File: src/rtl/core_pkg.sv
// Shared core types: the dispatch micro-op, its functional-unit tag and the
// default dispatch queue depth.
package core_pkg;

    localparam int DISP_Q_DEPTH = 8;

    typedef enum logic [1:0] {
        FU_ALU = 2'd0,
        FU_MEM = 2'd1,
        FU_BR  = 2'd2
    } FU_TYPE_e;

    // fu_type sits in the top bits so the steering field is easy to spot in dumps.
    typedef struct packed {
        FU_TYPE_e    fu_type;
        logic [5:0]  rob_tag;
        logic [23:0] payload;
    } Disp_uOP;

endpackage

File: src/rtl/dispatch_ctrl_if.sv
// Rename -> dispatch -> reservation-station signal bundle. The master side
// is Rename plus the three reservation stations; the slave side is dispatch_ctrl.
interface dispatch_ctrl_if #(
    parameter int DEPTH   = 8,
    parameter int STALL_W = 16
);
    import core_pkg::*;

    Disp_uOP                  instr_uop;
    logic                     instr_valid;
    logic                     queue_full;
    logic                     flush;

    Disp_uOP                  alu_uop;
    Disp_uOP                  mem_uop;
    Disp_uOP                  br_uop;
    logic                     alu_valid;
    logic                     mem_valid;
    logic                     br_valid;
    logic                     alu_ready;
    logic                     mem_ready;
    logic                     br_ready;

    logic [STALL_W-1:0]       stall_cnt;
    logic [$clog2(DEPTH):0]   occupancy;

    modport master (
        output instr_uop, instr_valid, flush, alu_ready, mem_ready, br_ready,
        input  queue_full, alu_uop, mem_uop, br_uop,
               alu_valid, mem_valid, br_valid, stall_cnt, occupancy
    );

    modport slave (
        input  instr_uop, instr_valid, flush, alu_ready, mem_ready, br_ready,
        output queue_full, alu_uop, mem_uop, br_uop,
               alu_valid, mem_valid, br_valid, stall_cnt, occupancy
    );

endinterface

File: src/rtl/uop_fifo.sv
// In-order circular uop store. Pointers wrap naturally because DEPTH is a
// power of two; head data is read straight out of the storage registers.
module uop_fifo
    import core_pkg::*;
#(
    parameter int DEPTH = DISP_Q_DEPTH
) (
    input  logic                   clk,
    input  logic                   rst,
    input  logic                   push,
    input  logic                   pop,
    input  logic                   flush,
    input  Disp_uOP                push_data,
    output logic                   full,
    output logic                   empty,
    output logic [$clog2(DEPTH):0] count,
    output Disp_uOP                head_data
);
    localparam int PW = $clog2(DEPTH);
    localparam int CW = PW + 1;

    Disp_uOP         mem_reg [DEPTH];
    logic [PW-1:0]   head_reg;
    logic [PW-1:0]   tail_reg;
    logic [CW-1:0]   count_reg;
    logic            do_push;
    logic            do_pop;

    // Guard the raw requests so the store can never overrun or underrun;
    // flush suppresses both.
    always_comb begin
        do_push = push && !full && !flush;
        do_pop  = pop && !empty && !flush;
    end

    // Pointer and occupancy bookkeeping; reset beats flush beats push/pop.
    always_ff @(posedge clk) begin
        if (rst) begin
            head_reg  <= '0;
            tail_reg  <= '0;
            count_reg <= '0;
        end else if (flush) begin
            head_reg  <= '0;
            tail_reg  <= '0;
            count_reg <= '0;
        end else begin
            if (do_push) tail_reg <= tail_reg + PW'(1);
            if (do_pop)  head_reg <= head_reg + PW'(1);
            count_reg <= count_reg + CW'(do_push) - CW'(do_pop);
        end
    end

    // Storage write; contents are don't-care after reset, so no reset here.
    always_ff @(posedge clk) begin
        if (do_push) mem_reg[tail_reg] <= push_data;
    end

    assign head_data = mem_reg[head_reg];
    assign count     = count_reg;
    assign empty     = (count_reg == '0);
    assign full      = (count_reg == CW'(DEPTH));

endmodule

File: src/rtl/dispatch_ctrl.sv
// Dispatch queue between Rename and the ALU/MEM/BR reservation stations:
// in-order FIFO, head steering by fu_type, and a saturating stall counter.
module dispatch_ctrl
    import core_pkg::*;
#(
    parameter int DEPTH   = DISP_Q_DEPTH,
    parameter int STALL_W = 16
) (
    input logic            clk,
    input logic            rst,
    dispatch_ctrl_if.slave bus
);
    localparam int CW = $clog2(DEPTH) + 1;

    logic               push;
    logic               pop;
    logic               fifo_full;
    logic               fifo_empty;
    logic [CW-1:0]      count;
    Disp_uOP            head_uop;

    logic               sel_mem;
    logic               sel_br;
    logic               sel_alu;
    logic               sel_ready;
    logic               offer;
    logic [STALL_W-1:0] stall_cnt_reg;
    logic [STALL_W-1:0] stall_cnt_next;

    uop_fifo #(.DEPTH(DEPTH)) u_fifo (
        .clk       (clk),
        .rst       (rst),
        .push      (push),
        .pop       (pop),
        .flush     (bus.flush),
        .push_data (bus.instr_uop),
        .full      (fifo_full),
        .empty     (fifo_empty),
        .count     (count),
        .head_data (head_uop)
    );

    // Steer the head to one station; unknown fu_type codes fall back to ALU.
    // Valids depend only on stored state and flush, never on any ready.
    always_comb begin
        sel_mem   = (head_uop.fu_type == FU_MEM);
        sel_br    = (head_uop.fu_type == FU_BR);
        sel_alu   = !sel_mem && !sel_br;
        offer     = !fifo_empty && !bus.flush;
        sel_ready = bus.alu_ready;
        if (sel_mem)     sel_ready = bus.mem_ready;
        else if (sel_br) sel_ready = bus.br_ready;

        bus.alu_valid = offer && sel_alu;
        bus.mem_valid = offer && sel_mem;
        bus.br_valid  = offer && sel_br;
        bus.alu_uop   = head_uop;
        bus.mem_uop   = head_uop;
        bus.br_uop    = head_uop;

        pop  = offer && sel_ready;
        push = bus.instr_valid && !fifo_full && !bus.flush;

        stall_cnt_next = stall_cnt_reg;
        if (offer && !sel_ready && (stall_cnt_reg != '1))
            stall_cnt_next = stall_cnt_reg + STALL_W'(1);
    end

    // Stall counter register; flush leaves it alone because offer is low.
    always_ff @(posedge clk) begin
        if (rst) stall_cnt_reg <= '0;
        else     stall_cnt_reg <= stall_cnt_next;
    end

    assign bus.queue_full = fifo_full;
    assign bus.occupancy  = count;
    assign bus.stall_cnt  = stall_cnt_reg;

endmodule

File: src/flat_wrapper.sv
// flat-port wrapper written by rule: the top's interface ports become plain ports
module dispatch_ctrl_flat import core_pkg::*;
#(
    parameter int DEPTH   = DISP_Q_DEPTH,
    parameter int STALL_W = 16
)
  (clk, rst, bus_instr_uop, bus_instr_valid, bus_flush, bus_alu_ready, bus_mem_ready, bus_br_ready, bus_queue_full, bus_alu_uop, bus_mem_uop, bus_br_uop, bus_alu_valid, bus_mem_valid, bus_br_valid, bus_stall_cnt, bus_occupancy);
  dispatch_ctrl_if #(.DEPTH(DEPTH), .STALL_W(STALL_W)) bus_i ();
  input logic clk;
  input logic rst;
  input wire logic [$bits(bus_i.instr_uop)-1:0] bus_instr_uop;
  input wire logic [$bits(bus_i.instr_valid)-1:0] bus_instr_valid;
  input wire logic [$bits(bus_i.flush)-1:0] bus_flush;
  input wire logic [$bits(bus_i.alu_ready)-1:0] bus_alu_ready;
  input wire logic [$bits(bus_i.mem_ready)-1:0] bus_mem_ready;
  input wire logic [$bits(bus_i.br_ready)-1:0] bus_br_ready;
  output wire logic [$bits(bus_i.queue_full)-1:0] bus_queue_full;
  output wire logic [$bits(bus_i.alu_uop)-1:0] bus_alu_uop;
  output wire logic [$bits(bus_i.mem_uop)-1:0] bus_mem_uop;
  output wire logic [$bits(bus_i.br_uop)-1:0] bus_br_uop;
  output wire logic [$bits(bus_i.alu_valid)-1:0] bus_alu_valid;
  output wire logic [$bits(bus_i.mem_valid)-1:0] bus_mem_valid;
  output wire logic [$bits(bus_i.br_valid)-1:0] bus_br_valid;
  output wire logic [$bits(bus_i.stall_cnt)-1:0] bus_stall_cnt;
  output wire logic [$bits(bus_i.occupancy)-1:0] bus_occupancy;
  assign bus_i.instr_uop = bus_instr_uop;
  assign bus_i.instr_valid = bus_instr_valid;
  assign bus_i.flush = bus_flush;
  assign bus_i.alu_ready = bus_alu_ready;
  assign bus_i.mem_ready = bus_mem_ready;
  assign bus_i.br_ready = bus_br_ready;
  assign bus_queue_full = bus_i.queue_full;
  assign bus_alu_uop = bus_i.alu_uop;
  assign bus_mem_uop = bus_i.mem_uop;
  assign bus_br_uop = bus_i.br_uop;
  assign bus_alu_valid = bus_i.alu_valid;
  assign bus_mem_valid = bus_i.mem_valid;
  assign bus_br_valid = bus_i.br_valid;
  assign bus_stall_cnt = bus_i.stall_cnt;
  assign bus_occupancy = bus_i.occupancy;
  dispatch_ctrl #(.DEPTH(DEPTH), .STALL_W(STALL_W)) u_core (.clk(clk), .rst(rst), .bus(bus_i));
endmodule
File: config.mk
export PLATFORM = sky130hd
export DESIGN_NAME = dispatch_ctrl_flat
export DESIGN_NICKNAME = d
export VERILOG_FILES = /design/src/rtl/core_pkg.sv /design/src/rtl/dispatch_ctrl_if.sv /design/src/rtl/uop_fifo.sv /design/src/rtl/dispatch_ctrl.sv /design/src/flat_wrapper.sv
export SDC_FILE = /design/constraint.sdc
export NUM_CORES = 1
export LEC_CHECK = 0
export BUFFER_PORTS_ARGS = -buffer_cell sky130_fd_sc_hd__buf_4
export CORE_ASPECT_RATIO = 0.75
export CORE_UTILIZATION = 45
export DETAILED_ROUTE_END_ITERATION = 7
export GPL_TIMING_DRIVEN = 0
export HOLD_SLACK_MARGIN = 0.05
export PLACE_DENSITY = 0.64
export SLEW_MARGIN = 40
export SYNTH_ARGS = -nofsm -noshare
export SYNTH_HDL_FRONTEND = slang
export SYNTH_SLANG_ARGS = --single-unit
File: constraint.sdc
create_clock -name clk -period 5.2 [get_ports clk]
set_input_delay 0.26 -clock clk [delete_from_list [all_inputs] [get_ports clk]]
set_output_delay 0.26 -clock clk [all_outputs]
set_load 0.01 [all_outputs]
==> run_results.csv <==
group,metric,value,unit
floorplan,rows,50,
timing,period_share,0.8139,
clock_tree,hold_buffers,32,
clock_tree,path_clk_slew,60,ps
setup_path,crit_chain,"buf_2 -> buf_1 -> mux4_2 -> mux2i_1 -> inv_1 -> ha_1 -> mux2i_2 -> a2111oi_4 -> nand2_1 -> ha_1 -> a21o_1 -> a21oi_1 -> xnor2_1 -> nor2_1",
route,firstDrtPassIters,4,
clock_tree,cts_root_buf,"clkbuf_16",
setup_path,critical_path.endpoint,"u_core.u_fifo.count[3]$_SDFF_PP0_",
clock_tree,cts_tree,"yes",
finish,finalNetCount,931,
synth,synthFlopType,"edfxtp_1",
route,viasPerCell,5.129,
timing,timing.final.ws_setup,967.7,ps
setup_path,reg2reg_depth,14,
place,dp.cells,1158,
power_and_ir_drop,finalPower,4.664,mW
floorplan,ioPinCount,159,
job,drv_cap,0,
finish,multiInputGateArea,2830,sq um
synth,synth_area,11710,sq um
finish,ff_latch_area,8268,sq um
floorplan,core-area,25270,sq um
finish,drive_gt1_frac,0.4722,
power_and_ir_drop,p_leak,5.194,nW
setup_path,ff2ff_setup_slack,970,ps
timing,hold_viol,0,
finish,largest_reg_flops,256,
setup_path,r2r_end,"u_core.u_fifo.count[3]$_SDFF_PP0_",
route,finalWirelength,24280,um
synth,syn_avg_cell_area,18.86,sq um
route,wl_per_cell,19.59,um
clock_tree,clk_path_buf_depth,3,
setup_path,arrival,4630,ps
synth,seq_area_frac_synth,0.7059,
floorplan,start_util,0.4634,
route,met3RoutedLength,1324,um
place,port_buffers,157,
timing,max_freq,0.2363,GHz
global_routing,antenna_found_initial,1,
route,drc,0,
power_and_ir_drop,ir_worst_vdd,269.9,uV
synth,syn_nets,671,
synth,synthCells,621,
floorplan,dieArea,26680,sq um
status,status,"completed",
timing,worst_pin_slew,801.5,ps
clock_tree,htreeDepth,1,
timing,finalSetupTns,0,ps
clock_tree,post-cts-setup-buffer-count,0,
global_routing,grt_pass1_wl,36830,um
min_path,hp-class,"in -> reg",
global_routing,grt_max_degree,15,
setup_path,worstPathRequired,5600,ps
timing,period_needed,4232,ps
synth,synthArstFlopShare,0,
global_routing,grt_usage,0.1811,
route,wl_met1,10590,um
place,post-place-ws,933.8,ps
clock_tree,cts_sinks,285,
setup_path,end_kind,"flip-flop",
route,drtAntennaViolNets,0,
place,gp_congestion,0.7928,
place,hpwl,16860,um
route,first_iter_violations,424,
synth,yosysUniqueCellTypes,41,
global_routing,grt_pass1_vias,6483,
setup_path,slowest_stage,"buf_1",
power_and_ir_drop,p_per_area,314.3,nW/um^2
clock_tree,cts_resized,0,
global_routing,globalRouteOverflowTotal,0,
setup_path,worstSetupPathType,"reg -> reg",
synth,synth_edf_count,256,
setup_path,crit_fanout,10,
timing,setup_violations,0,
setup_path,startpoint_type,"flip-flop",
route,dr_total_vias,6355,
clock_tree,insertion_delay,530,ps
timing,slew_headroom,0.4656,
clock_tree,cts_made_buffers,27,
route,top_layer,"met4",
setup_path,crit_path_max_incr_delay,610,ps
timing,skew,9.821,ps
finish,syn2layout_area_growth,26.70,%
floorplan,die_x,188.3,um
route,route.met2.wl,11960,um
synth,yosysWarningCount,0,
finish,fin_cells,1239,
timing,rsz0062_at_grt,"no",
timing,slew_viol_final,0,
setup_path,cpMostUsedCell,"ha_1",
finish,num-fill-cells,1941,
floorplan,die_h,141.7,um
synth,ys_seq_elements,285,
Yosys cell counts (2+ instances only):
master,count,area [sq um]
nand4_1,10,62.56
nand2b_1,2,12.51
a21oi_1,4,20.02
buf_6,3,33.78
xor2_1,2,17.52
nand3_1,5,25.02
mux2i_1,4,40.04
nor3b_1,2,15.01
nand2_1,10,37.54
clkbuf_1,13,48.80
ha_1,10,125.1
xnor2_1,19,166.4
buf_2,2,10.01
inv_1,10,37.54
nor3_1,8,40.04
dfxtp_1,29,580.6
mux2_2,30,337.8
buf_4,70,525.5
nor4_1,5,31.28
buf_1,2,7.510
edfxtp_1,256,7687
and2_1,4,25.02
nor3_2,8,80.08
mux4_2,64,1441
nor2_1,33,123.9
cell type report:
type,instances,share of cell area
Sequential cell,285,0.5572
Multi-Input combinational cell,236,0.1907
Timing Repair Buffer,231,0.1255
Clock buffer,36,0.04781
Buffer,90,0.04216
Tap cell,338,0.02850
Clock inverter,12,0.005481
Inverter,10,0.002530
Antenna cell,1,0.0001686
where the power goes:
group          switching, mW  total [mW]  internal (mW)
combinational          0.156       0.348          0.192
clock                  0.791        1.79           1.00
sequential           0.00776        2.52           2.51
placed cells by master, fill, tap and decap left out, drive strengths merged, types with 5 or more instances in the layout:
cell	count
nand2	10
mux4	64
nor2	33
ha	10
clkinv	10
nand3	6
nor3	16
xnor2	19
edfxtp	256
dlygate4sd3	32
inv	10
nor4	6
dfxtp	29
buf	276
clkbuf	49
nand4	10
mux2i	5
mux2	30
how the worst min path moves through the flow:
stage,startpoint,end,slack (ps),cells past startpoint
floorplan,bus_instr_uop[0],u_core.u_fifo.mem_reg[0][0]$_DFFE_PP_,360,0
global placement,bus_instr_uop[6],u_core.u_fifo.mem_reg[4][6]$_DFFE_PP_,490,1
detailed placement,bus_instr_uop[29],u_core.u_fifo.mem_reg[4][29]$_DFFE_PP_,490,1
CTS,rst,u_core.bus.stall_cnt[0]$_SDFFE_PP0P_,80,2
global route,rst,u_core.bus.stall_cnt[0]$_SDFFE_PP0P_,110,2
finish,rst,u_core.bus.stall_cnt[0]$_SDFFE_PP0P_,100,2
per-stage QoR:
| stage | hold WS (ps) | instance area, sq um | util |
|---|---|---|---|
| final | 98.29 | 14840 | 0.5871 |
| after CTS | 81.14 | 14840 | 0.5870 |
| after detailed placement | 494.7 | 13730 | 0.5431 |
| after floorplan | 358.9 | 11710 | - |
| after global placement | 486.5 | 13310 | 0.5268 |
| after global routing | 113.4 | 14840 | 0.5871 |
cell families after synthesis:
logic type                 share of synthesized area
xor gates and xnor gates                     0.01570
DFF                                           0.7059
muxes                                         0.1565
buffers and inverters                        0.05662
AOI/OAI and AO/OA                           0.006944
adders and majority gates                    0.01239
and+or+nand+nor                              0.04594
per-layer routing:
metal	vias up	GRT usage
li1	2900	-
met1	3233	0.2455
met2	188	0.3105
met3	34	0.03116
met4	0	0.03608
met5	-	0
worst max-delay path: cells and delay by family, from the launching register on:
| kind | cells | cell delay, ps |
|---|---|---|
| mux | 3 | 920 |
| buf+inv | 3 | 1010 |
| simple gates | 2 | 240 |
| compound gates | 3 | 940 |
| flops | 1 | 310 |
| xor+xnor | 1 | 130 |
| fa+ha+maj | 2 | 570 |
No activity file was read; power rests on OpenSTA's default activity.
